**config.mk**
```make
export PLATFORM = sky130hd
export DESIGN_NAME = alu_bist_flat
export DESIGN_NICKNAME = d
export VERILOG_FILES = /design/src/rtl/alu_bist_pkg.sv /design/src/rtl/alu_bist_if.sv /design/src/rtl/alu_bist_lfsr16.sv /design/src/rtl/alu_bist.sv /design/src/flat_wrapper.sv
export SDC_FILE = /design/constraint.sdc
export NUM_CORES = 1
export LEC_CHECK = 0
export ABC_AREA = 1
export CORE_MARGIN = 2
export CORE_UTILIZATION = 25
export DETAILED_ROUTE_END_ITERATION = 10
export DONT_BUFFER_PORTS = 1
export PLACE_DENSITY = 0.47
export SLEW_MARGIN = 20
export SYNTH_ARGS = -nofsm -noshare
export SYNTH_HDL_FRONTEND = slang
export SYNTH_SLANG_ARGS = --single-unit
```
**constraint.sdc**
```tcl
create_clock -name clk -period 4.7 [get_ports clk]
set_input_delay 0.235 -clock clk [delete_from_list [all_inputs] [get_ports clk]]
set_output_delay 0.235 -clock clk [all_outputs]
set_load 0.005 [all_outputs]
```
**src/rtl/alu_bist_pkg.sv**
```systemverilog
// ---------------------------------------------------------------------------
// alu_bist_pkg
// Shared definitions for the ALU built-in self-test block:
//   - ALU operation encodings walked by the vector counter
//   - operand LFSR and signature MISR polynomials
//   - sequencer state encoding
//   - small helpers for zero-seed substitution and the MISR step
// No ports (package).
// ---------------------------------------------------------------------------
package alu_bist_pkg;

  // ALU operation encodings, matching the ALU's op input.
  typedef enum logic [2:0] {
    OP_ROL = 3'd0,
    OP_SLL = 3'd1,
    OP_ROR = 3'd2,
    OP_SRA = 3'd3,
    OP_ADD = 3'd4,
    OP_OR  = 3'd5,
    OP_XOR = 3'd6,
    OP_AND = 3'd7
  } alu_op_e;

  // Sequencer states.
  typedef enum logic [1:0] {
    ST_IDLE = 2'd0,
    ST_RUN  = 2'd1,
    ST_DONE = 2'd2
  } bist_state_e;

  // Right-shifting Galois polynomial for the operand generators.
  localparam logic [15:0] LFSR_POLY = 16'hB400;

  // Left-shifting polynomial for the response compactor.
  localparam logic [15:0] MISR_POLY = 16'h1021;

  // An all-zero LFSR state never leaves zero, so it is replaced.
  localparam logic [15:0] ZERO_SEED_SUB = 16'h0001;

  // Seed actually loaded into an operand LFSR.
  function automatic logic [15:0] fixSeed(input logic [15:0] seed);
    return (seed == 16'h0000) ? ZERO_SEED_SUB : seed;
  endfunction

  // One MISR step: shift left with feedback, then fold in the data word.
  function automatic logic [15:0] misrNext(input logic [15:0] sig,
                                           input logic [15:0] data);
    return ({sig[14:0], 1'b0} ^ (sig[15] ? MISR_POLY : 16'h0000)) ^ data;
  endfunction

endpackage

```
**src/rtl/alu_bist_if.sv**
```systemverilog
// ---------------------------------------------------------------------------
// alu_bist_if
// Bundle between the self-test sequencer and the combinational ALU.
//   a, b            : ALU operands            (driven by the BIST)
//   op              : ALU operation code      (driven by the BIST)
//   cin, invA, invB,
//   sign            : ALU control bits        (driven by the BIST)
//   out             : ALU result              (driven by the ALU)
//   ofl, zero       : ALU flags               (driven by the ALU)
// Modports: master = stimulus/checking side, slave = ALU side.
// ---------------------------------------------------------------------------
interface alu_bist_if;
  import alu_bist_pkg::*;

  logic [15:0] a;
  logic [15:0] b;
  alu_op_e     op;
  logic        cin;
  logic        invA;
  logic        invB;
  logic        sign;
  logic [15:0] out;
  logic        ofl;
  logic        zero;

  modport master (
    output a, b, op, cin, invA, invB, sign,
    input  out, ofl, zero
  );

  modport slave (
    input  a, b, op, cin, invA, invB, sign,
    output out, ofl, zero
  );

endinterface

```
**src/rtl/alu_bist_lfsr16.sv**
```systemverilog
// ---------------------------------------------------------------------------
// bist_lfsr16
// 16-bit right-shifting Galois LFSR used as an operand generator.
// Ports:
//   clk     : clock
//   rst     : synchronous active-high reset, clears the state to 0
//   load_i  : load seed_i (with zero-seed substitution); wins over en_i
//   seed_i  : seed value
//   en_i    : advance one step
//   state_o : current LFSR state
// ---------------------------------------------------------------------------
module bist_lfsr16
  import alu_bist_pkg::*;
#(
  parameter logic [15:0] POLY = LFSR_POLY
) (
  input  logic        clk,
  input  logic        rst,
  input  logic        load_i,
  input  logic [15:0] seed_i,
  input  logic        en_i,
  output logic [15:0] state_o
);

  logic [15:0] state_q;
  logic [15:0] state_d;

  // Load has priority so a run entry always starts from a known seed,
  // even if the sequencer were to request a step on the same edge.
  always_comb begin
    state_d = state_q;
    if (load_i) begin
      state_d = fixSeed(seed_i);
    end else if (en_i) begin
      state_d = (state_q >> 1) ^ (state_q[0] ? POLY : 16'h0000);
    end
  end

  // Reset clears to 0 so the ALU operand bus reads 0 outside of a run;
  // the zero state is never stepped because every run loads a seed first.
  always_ff @(posedge clk) begin
    if (rst) begin
      state_q <= 16'h0000;
    end else begin
      state_q <= state_d;
    end
  end

  assign state_o = state_q;

endmodule

```
**src/rtl/alu_bist.sv**
```systemverilog
// ---------------------------------------------------------------------------
// alu_bist
// Built-in self-test sequencer for the 16-bit ALU. On start it drives one
// pseudo-random vector per cycle, compacts every ALU response into a 16-bit
// MISR signature and flags pass when the final signature equals GOLDEN_SIG.
// Ports:
//   clk         : clock
//   rst         : synchronous active-high reset
//   start_i     : begin a run (honoured only in IDLE or DONE)
//   busy_o      : high while running
//   done_o      : high once the run has finished, until restart or reset
//   pass_o      : valid while done_o; final signature matched GOLDEN_SIG
//   signature_o : MISR state
//   alu         : master side of the ALU bundle (operands, controls, result)
// ---------------------------------------------------------------------------
module alu_bist
  import alu_bist_pkg::*;
#(
  parameter int unsigned N_VECTORS  = 256,
  parameter logic [15:0] SEED_A     = 16'hACE1,
  parameter logic [15:0] SEED_B     = 16'h1D2B,
  parameter logic [15:0] GOLDEN_SIG = 16'h0000
) (
  input  logic          clk,
  input  logic          rst,
  input  logic          start_i,
  output logic          busy_o,
  output logic          done_o,
  output logic          pass_o,
  output logic [15:0]   signature_o,
  alu_bist_if.master    alu
);

  localparam logic [15:0] LAST_CNT = 16'(N_VECTORS - 1);

  bist_state_e state_q;
  bist_state_e state_d;
  logic [15:0] cnt_q;
  logic [15:0] cnt_d;
  logic [15:0] sig_q;
  logic [15:0] sig_d;
  logic        pass_q;
  logic        pass_d;

  logic        runEntry;
  logic        lfsrEn;
  logic        lastVec;
  logic [15:0] misrData;
  logic [15:0] sigNext;
  logic [15:0] opA;
  logic [15:0] opB;

  // Operand generators: both reload on run entry and step once per
  // absorbed vector, except on the final vector so DONE keeps showing it.
  bist_lfsr16 #(
    .POLY (LFSR_POLY)
  ) uLfsrA (
    .clk     (clk),
    .rst     (rst),
    .load_i  (runEntry),
    .seed_i  (SEED_A),
    .en_i    (lfsrEn),
    .state_o (opA)
  );

  bist_lfsr16 #(
    .POLY (LFSR_POLY)
  ) uLfsrB (
    .clk     (clk),
    .rst     (rst),
    .load_i  (runEntry),
    .seed_i  (SEED_B),
    .en_i    (lfsrEn),
    .state_o (opB)
  );

  // State, counter, signature and pass flag registers.
  always_ff @(posedge clk) begin
    if (rst) begin
      state_q <= ST_IDLE;
      cnt_q   <= 16'h0000;
      sig_q   <= 16'h0000;
      pass_q  <= 1'b0;
    end else begin
      state_q <= state_d;
      cnt_q   <= cnt_d;
      sig_q   <= sig_d;
      pass_q  <= pass_d;
    end
  end

  // Next-state logic. In RUN every edge absorbs the vector currently on
  // the bus; the flags are folded into the two low bits of the data word.
  // pass is decided from the signature being written on the DONE edge,
  // so it is valid in the same cycle done rises.
  always_comb begin
    state_d  = state_q;
    cnt_d    = cnt_q;
    sig_d    = sig_q;
    pass_d   = pass_q;
    runEntry = 1'b0;
    lfsrEn   = 1'b0;
    misrData = alu.out ^ {14'b0, alu.ofl, alu.zero};
    sigNext  = misrNext(sig_q, misrData);
    lastVec  = (cnt_q == LAST_CNT);

    unique case (state_q)
      ST_IDLE, ST_DONE: begin
        if (start_i) begin
          state_d  = ST_RUN;
          runEntry = 1'b1;
          cnt_d    = 16'h0000;
          sig_d    = 16'h0000;
          pass_d   = 1'b0;
        end
      end
      ST_RUN: begin
        sig_d = sigNext;
        if (lastVec) begin
          state_d = ST_DONE;
          pass_d  = (sigNext == GOLDEN_SIG);
        end else begin
          cnt_d  = cnt_q + 16'd1;
          lfsrEn = 1'b1;
        end
      end
      default: begin
        state_d = ST_IDLE;
      end
    endcase
  end

  // Control bits are a direct decode of the vector counter, so the low
  // 7 bits sweep every op under every inversion/carry/sign combination.
  assign alu.a    = opA;
  assign alu.b    = opB;
  assign alu.op   = alu_op_e'(cnt_q[2:0]);
  assign alu.invA = cnt_q[3];
  assign alu.invB = cnt_q[4];
  assign alu.cin  = cnt_q[5];
  assign alu.sign = cnt_q[6];

  assign busy_o      = (state_q == ST_RUN);
  assign done_o      = (state_q == ST_DONE);
  assign pass_o      = pass_q;
  assign signature_o = sig_q;

endmodule

```
**src/flat_wrapper.sv**
```systemverilog
// flat-port wrapper written by rule: the top's interface ports become plain ports
module alu_bist_flat import alu_bist_pkg::*;
#(
  parameter int unsigned N_VECTORS  = 256,
  parameter logic [15:0] SEED_A     = 16'hACE1,
  parameter logic [15:0] SEED_B     = 16'h1D2B,
  parameter logic [15:0] GOLDEN_SIG = 16'h0000
)
  (clk, rst, start_i, busy_o, done_o, pass_o, signature_o, alu_a, alu_b, alu_op, alu_cin, alu_invA, alu_invB, alu_sign, alu_out, alu_ofl, alu_zero);
  alu_bist_if alu_i ();
  input  logic clk;
  input  logic rst;
  input  logic start_i;
  output logic busy_o;
  output logic done_o;
  output logic pass_o;
  output logic [15:0] signature_o;
  output wire logic [$bits(alu_i.a)-1:0] alu_a;
  output wire logic [$bits(alu_i.b)-1:0] alu_b;
  output wire logic [$bits(alu_i.op)-1:0] alu_op;
  output wire logic [$bits(alu_i.cin)-1:0] alu_cin;
  output wire logic [$bits(alu_i.invA)-1:0] alu_invA;
  output wire logic [$bits(alu_i.invB)-1:0] alu_invB;
  output wire logic [$bits(alu_i.sign)-1:0] alu_sign;
  input wire logic [$bits(alu_i.out)-1:0] alu_out;
  input wire logic [$bits(alu_i.ofl)-1:0] alu_ofl;
  input wire logic [$bits(alu_i.zero)-1:0] alu_zero;
  assign alu_a = alu_i.a;
  assign alu_b = alu_i.b;
  assign alu_op = alu_i.op;
  assign alu_cin = alu_i.cin;
  assign alu_invA = alu_i.invA;
  assign alu_invB = alu_i.invB;
  assign alu_sign = alu_i.sign;
  assign alu_i.out = alu_out;
  assign alu_i.ofl = alu_ofl;
  assign alu_i.zero = alu_zero;
  alu_bist #(.N_VECTORS(N_VECTORS), .SEED_A(SEED_A), .SEED_B(SEED_B), .GOLDEN_SIG(GOLDEN_SIG)) u_core (.clk(clk), .rst(rst), .start_i(start_i), .busy_o(busy_o), .done_o(done_o), .pass_o(pass_o), .signature_o(signature_o), .alu(alu_i));
endmodule
```
[Word-level counts from Yosys, hierarchy flattened]
Cells that the tools add are included.
Word-level totals
  flip-flop bits (word level): 67
Operators by class
  bitwise operators: 5
  add/sub/neg operators: 1
  equality and inequality tests: 6
  mux-type cells: 21
  reductions and logical operators: 10
Operators by type and width (count)
  16-bit 2-to-1 mux: 6
  16-bit one-hot mux with 2 select lines: 2
  13-bit 2-to-1 mux: 3
  15-bit by 16-bit bitwise XOR with 16-bit output: 2
  16-bit bitwise XOR: 2
  16-bit by 1-bit adder with 16-bit output, second input constant: 1
  16-bit by 8-bit equality test with 1-bit output, second input constant: 1
  16-bit zero test: 1
  16-bit by 2-bit bitwise XOR with 16-bit output: 1
  1-bit 2-to-1 mux: 6
  3-bit AND reduction: 2
  2-bit 2-to-1 mux: 2
  2-bit inequality test, second input constant: 2
  2-bit one-hot mux with 2 select lines: 1
  2-bit AND reduction: 2
  2-bit nonzero test: 2
  2-bit OR reduction: 2
  2-bit by 1-bit equality test with 1-bit output, second input constant: 1
  2-bit equality test, second input constant: 1
  2-bit zero test: 1
  2-bit by 1-bit inequality test with 1-bit output, second input constant: 1
  1-bit one-hot mux with 2 select lines: 1

[Logic depth before layout (Yosys ltp)]
Gate-level depths: netlist of run 1.
  word-level depth: 6
  depth in mapped cells: 10
  depth with buffers taken out: 10

[By module]
Synthesis of run 1 repeated with hierarchy kept, for this count alone.
Second synthesis, totals
  cell total of the unflattened synthesis: 574
  area, all modules: 3772.4 sq um
By module, submodules not included
  alu_bist: times used 1, cells each 358, area an instance 2165.8 sq um, sequential area each 700.7 sq um
  bist_lfsr16: times used 2, cells each 108, area an instance 803.3 sq um, sequential area each 320.3 sq um

[Worst setup path after synthesis of run 1]
No wires, ideal clock.
  path kind: reg-to-reg
  from: reg u_core.cnt_q[0]
  to: reg u_core.cnt_q[3]
  arrival time: 1.448 ns
  stages on the path, launching flop included: 10
  period minus slack after synthesis: 1.565 ns
  path buffers: 1
  setup slack: 3.135 ns
  required time: 4.583 ns
  path through: dfxtp_1 -> ha_1 -> nand3_1 -> nor2_4 -> nand2_2 -> nand2_4 -> nand2_2 -> buf_2 -> a21oi_1 -> nor2_1
Between the ends
  word-level cells in the longest chain between the ends: 3
  elaborated cells between the ends (all ways): 6
RTL lines
  start, declared: RTL line alu_bist.sv:38  | logic [15:0] cnt_q;
  start signal, assigned: RTL line alu_bist.sv:86  | cnt_q <= cnt_d;
  16-bit by 1-bit adder with 16-bit output / 16-bit by 8-bit equality test with 1-bit output (equally long branches): RTL line alu_bist.sv:123, alu_bist.sv:105
  16-bit 2-to-1 mux / 2-bit inequality test (equally long branches)
  16-bit one-hot mux with 2 select lines / 3-bit AND reduction (equally long branches)
Several ways; a longest one is shown, not always the timed one. The select of a mux whose other input is x is not followed.
A chain may end at the register's enable or synchronous reset.

[Worst setup path after layout of run 1]
  from: reg u_core.cnt_q[0]
  to: reg u_core.cnt_q[2]
Same word-level chain as after synthesis.

==> results of run 1 <==
-- per-layer routing --
layer / wire length [um] / up-vias / global-route usage (%)
li1: - / 1574 / -
met1: 3924 / 1348 / 15.79
met2: 4023 / 92 / 20.14
met3: 791 / 12 / 5.323
met4: 141 / 0 / 4.412
met5: 0 / - / 0
-- timing repair --
item	CTS	global route
endpoints found under the setup margin	0	0
hold buffers	1	0
hold endpoints to repair	29	0
buffers inserted	0	0
-- report_power, final --
part / total [W] / internal (W) / switching [W] / leakage, nW
clock: 0.000732 / 0.000469 / 0.000263 / 0.158
sequential: 0.000645 / 0.000603 / 0.0000423 / 0.548
combinational: 0.000142 / 0.0000460 / 0.0000960 / 0.824
total: 0.00152 / 0.00112 / 0.000401 / 1.53
-- sequential cells by signal (all words and copies together), names as in the netlist --
| name | cells |
|---|---|
| u_core.pass_o | 1 |
| u_core.state_q | 2 |
| u_core.cnt_q | 16 |
| u_core.uLfsrB.state_o | 16 |
| u_core.uLfsrA.state_o | 16 |
| u_core.signature_o | 16 |
-- cell families (layout without fill, tap and decap cells) --
kind of cell             Yosys count  count (layout)  share of synthesized area, %
AND/OR/NAND/NOR                  285             285                         36.47
AO/OA/AOI/OAI                     72              72                         11.63
buffers and inverters             70              67                         9.456
flip-flops                        67              67                         40.23
XOR/XNOR                           7               7                         1.839
adder cells (fa/ha/maj)            1               1                        0.3752
-- how the worst min path moves through the flow --
stage	start	end	slack [ns]	cells after the start
after floorplan	start_i	u_core.state_q[1]	0.41	3
final	start_i	u_core.state_q[1]	0.08	3
after global routing	start_i	u_core.state_q[1]	0.09	3
after detailed placement	rst	u_core.cnt_q[1]	0.31	1
after CTS	start_i	u_core.state_q[1]	0.08	3
after global placement	rst	u_core.cnt_q[1]	0.31	1
-- through the flow --
stage	power [W]	utilization, %	hold slack (ns)
finish	0.001519	28.78	0.08378
global route	0.001599	28.78	0.09037
CTS	0.001547	28.78	0.07946
detailed placement	0.0007972	26.14	0.3054
global placement	0.0007941	26.14	0.3070
floorplan	0.0007681	-	0.4053
-- layout by cell type (no fill, tap or decap), drive strengths merged --
| cell | count |
|---|---|
| bufinv | 2 |
| inv | 49 |
| nor3b | 1 |
| a21oi | 35 |
| buf | 3 |
| nand2 | 126 |
| and2 | 2 |
| nand3 | 44 |
| o21bai | 2 |
| clkbuf | 9 |
| o21ai | 35 |
| or2 | 2 |
| clkinv | 3 |
| ha | 1 |
| clkinvlp | 1 |
| dfxtp | 67 |
| nand3b | 2 |
| nand4 | 5 |
| xor2 | 7 |
| nor2 | 103 |
-- synth_stat cells (all sizes together) --
cell type	instances
o21ai	35
buf	19
nor2	103
and2	2
inv	48
dfxtp	67
a21oi	35
o21bai	2
nand3	44
clkbuf	3
xor2	7
or2	2
ha	1
nand4	5
nand3b	2
nand2	126
nor3b	1
-- critical path: stages (launching register included) --
cell	delay (ns)
dfxtp_1	0.45
ha_1	0.30
nand3_1	0.20
nor2_4	0.16
nand2_2	0.07
nand2_4	0.40
nand2_2	0.41
a21oi_1	0.25
nor2_1	0.05
-- area by class of cell --
class | count | area share (%)
Multi-Input combinational cell | 365 | 44.37
Sequential cell | 67 | 35.47
Clock buffer | 9 | 5.956
Tap cell | 176 | 5.824
Inverter | 48 | 4.765
Clock inverter | 7 | 2.680
Timing Repair Buffer | 3 | 0.9265
==> run_results.csv, run 1 <==
group,metric,value,unit
status,outcome,"completed",
die,ios,79,
detailed_routing,route.detailed.wl_per_inst,13.16,um
placed_design,gp_congestion,0.7892,
worst_setup_path,critical_path.reg2reg.endpoint,"u_core.cnt_q[2]",
placed_design,dp.cells,658,
hold_path,timing.hold.worst.class,"in -> reg",
placed_design,number_of_port_buffers,0,
grt,antenna_found_initial,0,
sta,unrepaired_setup_endpoints_after_global_routing,"no",
grt,groute.usage.overall,12.81,%
synthesis,yosys.area.top_type_share,40.23,%
detailed_routing,route.vias.total,3026,
worst_setup_path,timing_worst_setup_path_type,"reg -> reg",
placed_design,place_worst_setup_slack,2.251,ns
clock_tree,clkLatencyLatePin,0.33,ns
detailed_routing,first_iter_violations,157,
die,rows,42,
grt,grt_pass1_vias,2777,
die,start_util,25.38,%
worst_setup_path,startpoint_type,"register",
worst_setup_path,worstSetupStartpoint,"u_core.cnt_q[0]",
cells_and_area,fillers,1465,
clock_tree,cts.clk_slew.worst_paths,0.06,ns
grt,grt_first_pass_wirelength,14480,um
clock_tree,clock_sinks,67,
worst_setup_path,critical_path_arrival,2.66,ns
worst_setup_path,worstPathMaxFanout,50,
cells_and_area,num_antenna_cells,0,
sta,fmax,410.0,MHz
die,die_x,119.5,um
sta,period_share,51.89,%
clock_tree,maximum_buffer_depth_of_the_clock_tree,2,
sta,skew,0.007562,ns
worst_setup_path,worstSetupEndpointType,"register",
cells_and_area,regArea,1341,um^2
synthesis,syn-num-nets,524,
clock_tree,cts_resized,0,
sta,layout_setup_ws,2.261,ns
detailed_routing,remaining_drc_errors,0,
synthesis,synthCells,502,
sta,timing.slew.headroom,50.98,%
sta,setup_viol_count_final,0,
synthesis,synth.cell_area,3334,um^2
cells_and_area,areaGrowthSynthToFinish,13.40,%
synthesis,yosys.cell_types.count,29,
worst_setup_path,crit_path_required_time,4.92,ns
detailed_routing,vias_per_cell,4.483,
grt,maximum_number_of_pins_on_one_net_before_global_route_repair,51,
clock_tree,h-tree-depth,3,
worst_setup_path,worst_r2r_startpoint,"u_core.cnt_q[0]",
cells_and_area,post_layout_nonfiller_instances,675,
die,die_area,14280,um^2
cells_and_area,layout.cell_area.non_filler,3781,um^2
job,cap_violations,0,
sta,final_period_minus_worst_setup_slack,2.439,ns
die,die_h,119.5,um
synthesis,synth.yosys.seq_area_share,40.23,%
detailed_routing,antenna_left,0,
synthesis,synth.largest_area_cell,"dfxtp_1",
placed_design,dp_hpwl,6125,um
synthesis,top_post_synthesis_cells_by_area,"dfxtp_1, nand2_1, nor2_1",
sta,hold_violations,0,
worst_setup_path,rr_worst_depth,8,
power_and_ir_drop,vdd.ir_drop.worst,0.0002528,V
cells_and_area,drive_gt1_share,8.617,%
power_and_ir_drop,powerDensity,401.7,nW/um^2
grt,globalRouteOverflowTotal,0,
sta,tightest_slew,0.7335,ns
synthesis,syn-mean-instance-area,6.642,um^2
detailed_routing,detail_route.wirelength,8881,um
cells_and_area,multi_input_comb_area,1678,um^2
power_and_ir_drop,power.static_leakage,1.530,nW
synthesis,synth-warning-count,0,
worst_setup_path,timing.reg2reg.setup_slack,2.26,ns
detailed_routing,dr.pass1.iters,4,
clock_tree,cts_root_buf,"clkbuf_16",
placed_design,dpl-instance-area,3435,um^2
clock_tree,num_cts_buffers,9,
worst_setup_path,worstSetupEndpoint,"u_core.cnt_q[2]",
cells_and_area,fin_nets,516,
sta,number_of_slew_limit_violations_in_the_final_report,0,
synthesis,synth_seq_cells,67,
clock_tree,cts_tree,"built",
sta,fin_setup_tns,0,ns
die,core_region_area,13140,um^2
(Power assumes the default switching activity.)
==> run 2, diff against run 1 <==
--- a/config.mk
+++ b/config.mk
@@ -5,7 +5,7 @@
 export SDC_FILE = /design/constraint.sdc
 export NUM_CORES = 1
 export LEC_CHECK = 0
-export ABC_AREA = 1
+export ABC_AREA = 0
 export CORE_MARGIN = 2
 export CORE_UTILIZATION = 25
 export DETAILED_ROUTE_END_ITERATION = 10
==> constraint.sdc (replaced) <==
create_clock -name clk -period 2.6 [get_ports clk]
set_input_delay 0.13 -clock clk [delete_from_list [all_inputs] [get_ports clk]]
set_output_delay 0.13 -clock clk [all_outputs]
set_load 0.005 [all_outputs]
==> run 2 against run 1 <==
Net effect:
- design area fell by 8.5%
- clock-buffer cell count increased by 2
- synthesized cell count is 31% lower
- clock skew down 0.0014 ns
- area after synthesis decreased by 9.6%
- final cell count decreased by 28%
- global-route usage grew 0.65 points
- worst hold slack worse by 0.069 ns
- fmax rose by 11%
- register-to-register slack lost 1.8 ns
- clock power is 71% higher
- non-clock buffer count is 8 higher
- critical path type unchanged
- largest power group unchanged
- highest routed layer unchanged
==> run_results.csv, run 2 <==
group,metric,value,unit
hold_path,timing.hold.worst.class,"in -> reg",
worst_setup_path,critical_path.cell_chain,"or4_4, or4_1, buf_4, a211oi_1, a211oi_1",
clock_tree,h-tree-depth,3,
synthesis,top_post_synthesis_cells_by_area,"dfxtp_1, a21oi_1, a211oi_1",
placed_design,dp_hpwl,5530,um
clock_tree,count_of_hold_buffers_inserted_by_post_cts_repair,1,
detailed_routing,route.detailed.wl_per_inst,17.43,um
clock_tree,clock_sinks,67,
worst_setup_path,worstSetupEndpointType,"register",
sta,final_period_minus_worst_setup_slack,2.189,ns
die,start_util,25.30,%
power_and_ir_drop,switchingPower,0.0006385,W
sta,timing.slew.headroom,55.53,%
die,die_area,12950,um^2
worst_setup_path,critical_path_arrival,2.37,ns
worst_setup_path,crit_path_frequent_cell,"a211oi_1",
worst_setup_path,timing_worst_setup_path_type,"reg -> reg",
clock_tree,cts_tree,"built",
synthesis,syn-mean-instance-area,8.762,um^2
detailed_routing,first_iter_violations,123,
power_and_ir_drop,powerDensity,765.0,nW/um^2
placed_design,number_of_port_buffers,0,
synthesis,synth-warning-count,0,
sta,unrepaired_setup_endpoints_after_global_routing,"no",
synthesis,synthCells,344,
synthesis,syn-num-nets,366,
power_and_ir_drop,power.share.combinational,9.4,%
synthesis,yosys.cell_types.count,37,
synthesis,yosys.area.top_type_share,44.50,%
power_and_ir_drop,p_int,0.002007,W
power_and_ir_drop,power_switching_share,24.13,%
clock_tree,maximum_buffer_depth_of_the_clock_tree,2,
worst_setup_path,cpPeakStageDelay,0.56,ns
clock_tree,cts.clk_slew.worst_paths,0.05,ns
status,outcome,"completed",
cells_and_area,post_layout_nonfiller_instances,484,
detailed_routing,antenna_left,0,
cells_and_area,areaGrowthSynthToFinish,14.74,%
detailed_routing,dr.pass1.iters,4,
synthesis,synth.yosys.seq_area_share,44.50,%
power_and_ir_drop,power.static_leakage,1.147,nW
cells_and_area,fin_nets,356,
power_and_ir_drop,vdd.ir_drop.worst,0.0002574,V
clock_tree,clkLatencyLatePin,0.33,ns
sta,fmax,456.9,MHz
placed_design,dp.cells,469,
worst_setup_path,startpoint_type,"register",
clock_tree,cts_root_buf,"clkbuf_16",
synthesis,synth.largest_area_cell,"dfxtp_1",
detailed_routing,route.vias.total,2544,
sta,skew,0.006143,ns
sta,period_share,84.18,%
die,rows,40,
worst_setup_path,critical_path.top_delay_family,"simple AND/OR/NAND/NOR gates",
sta,fin_setup_tns,0,ns
die,core_region_area,11910,um^2
cells_and_area,mostFrequentLayoutCells,"dfxtp_1, nor2_1, a21oi_1, nand3_1",
clock_tree,postCtsSetupRepairBufs,0,
die,die_h,113.8,um
sta,tightest_slew,0.6654,ns
die,die_x,113.8,um
synthesis,most_used_dff_post_synth,"dfxtp_1",
cells_and_area,final_common_cell,"dfxtp_1",
sta,hold_violations,0,
placed_design,gp_congestion,0.7112,
sta,layout_setup_ws,0.4112,ns
synthesis,synth_seq_cells,67,
grt,grt_first_pass_wirelength,13570,um
power_and_ir_drop,clock_power_share,47.2,%
synthesis,synth.most_common_cell,"dfxtp_1",
die,ios,79,
grt,globalRouteOverflowTotal,0,
synthesis,synth_enable_flop_cells,0,
worst_setup_path,crit_path_required_time,2.78,ns
placed_design,place_worst_setup_slack,0.4288,ns
synthesis,ys_top_cells_by_count,"dfxtp_1, nor2_1, a21oi_1",
cells_and_area,core_utilization_of_the_finished_layout,29.03,%
worst_setup_path,worstPathMaxFanout,22,
grt,groute.usage.overall,13.46,%
grt,antenna_found_initial,0,
detailed_routing,remaining_drc_errors,0,
detailed_routing,detail_route.wirelength,8437,um
synthesis,synth.cell_area,3014,um^2
cells_and_area,layout.cell_area.non_filler,3458,um^2
sta,number_of_slew_limit_violations_in_the_final_report,0,
worst_setup_path,timing.reg2reg.setup_slack,0.41,ns
power_and_ir_drop,seq_power_share,43.4,%
grt,maximum_number_of_pins_on_one_net_before_global_route_repair,40,
placed_design,dpl-instance-area,3141,um^2
synthesis,fraction_of_synthesis_flops_using_an_asynchronous_set_or_reset_pin,0,%
detailed_routing,vias_per_cell,5.256,
grt,grt_pass1_vias,2395,
job,cap_violations,0,
clock_tree,num_cts_buffers,9,
worst_setup_path,critical_path.slowest_cell,"or4_4",
clock_tree,cts_resized,0,
sta,setup_viol_count_final,0,
worst_setup_path,cp_num_buf_inv,1,
cells_and_area,drive_gt1_share,8.902,%
cells_and_area,num_antenna_cells,0,
-- run 2: cell types whose count changed in the layout (fill, tap and decap cells not counted), sizes merged, moves of 8 or more --
cell and change:
o31ai +8, nor3 +14, nand2 -122, xnor2 +15, nor2 -68, o21ai -16, buf +8, a22oi +16
a211oi +22, nand3 -22, or4 +12, inv -45
-- run 2: worst paths after layout --
check | start | end | cells past startpoint
setup / recovery | u_core.cnt_q[11] | u_core.uLfsrA.state_o[10] | 5
hold / removal | start_i | u_core.state_q[1] | 3
setup reg to reg | u_core.cnt_q[11] | u_core.uLfsrA.state_o[10] | 5
hold reg to reg | u_core.cnt_q[15] | u_core.cnt_q[15] | 2
-- run 2: final cells by class --
cell class	count	area, um^2
inverter	5	18.77
clock buffer	11	232.7
multi-input combinational	240	1496
sequential	67	1341
fill	1275	8453
tap	147	183.9
timing repair buffer	11	120.1
clock inverter	3	65.06
-- run 2: cell families (layout without fill, tap and decap cells) --
group | count (synthesis) | after routing | share of synthesized area [%]
flip-flops | 67 | 67 | 44.50
XOR/XNOR | 27 | 27 | 7.846
AO/OA/AOI/OAI | 103 | 103 | 22.29
buffers and inverters | 37 | 30 | 6.060
adder cells (fa/ha/maj) | 1 | 1 | 0.4150
AND/OR/NAND/NOR | 109 | 109 | 18.89
-- run 2: through the flow --
stage,hold slack (ns),total power (W)
floorplan,0.3308,0.001344
global placement,0.2004,0.001404
detailed placement,0.2021,0.001409
CTS,0.002265,0.002686
global route,0.06049,0.002761
finish,0.01448,0.002646
-- run 2: power by group through the flow --
stage | registers [W] | clock network, W | logic (W)
after floorplan | 0.00115 | 0 | 0.000198
after global placement | 0.00117 | 0 | 0.000232
after detailed placement | 0.00117 | 0 | 0.000236
after CTS | 0.00115 | 0.00129 | 0.000250
after global routing | 0.00116 | 0.00132 | 0.000279
final | 0.00115 | 0.00125 | 0.000248
-- run 2: layer usage --
| metal | wire (um) | track usage (%) | vias up |
|---|---|---|---|
| met3 | 601 | 4.676 | 4 |
| met2 | 3956 | 19.84 | 72 |
| li1 | - | - | 1252 |
| met5 | 0 | 0 | - |
| met4 | 53 | 5.447 | 0 |
| met1 | 3825 | 17.99 | 1216 |
-- run 2: worst reg2reg max path, cell delays in order (launching register included) --
cell	delay, ns
dfxtp_1	0.33
or4_4	0.56
or4_1	0.55
buf_4	0.24
a211oi_1	0.29
a211oi_1	0.07
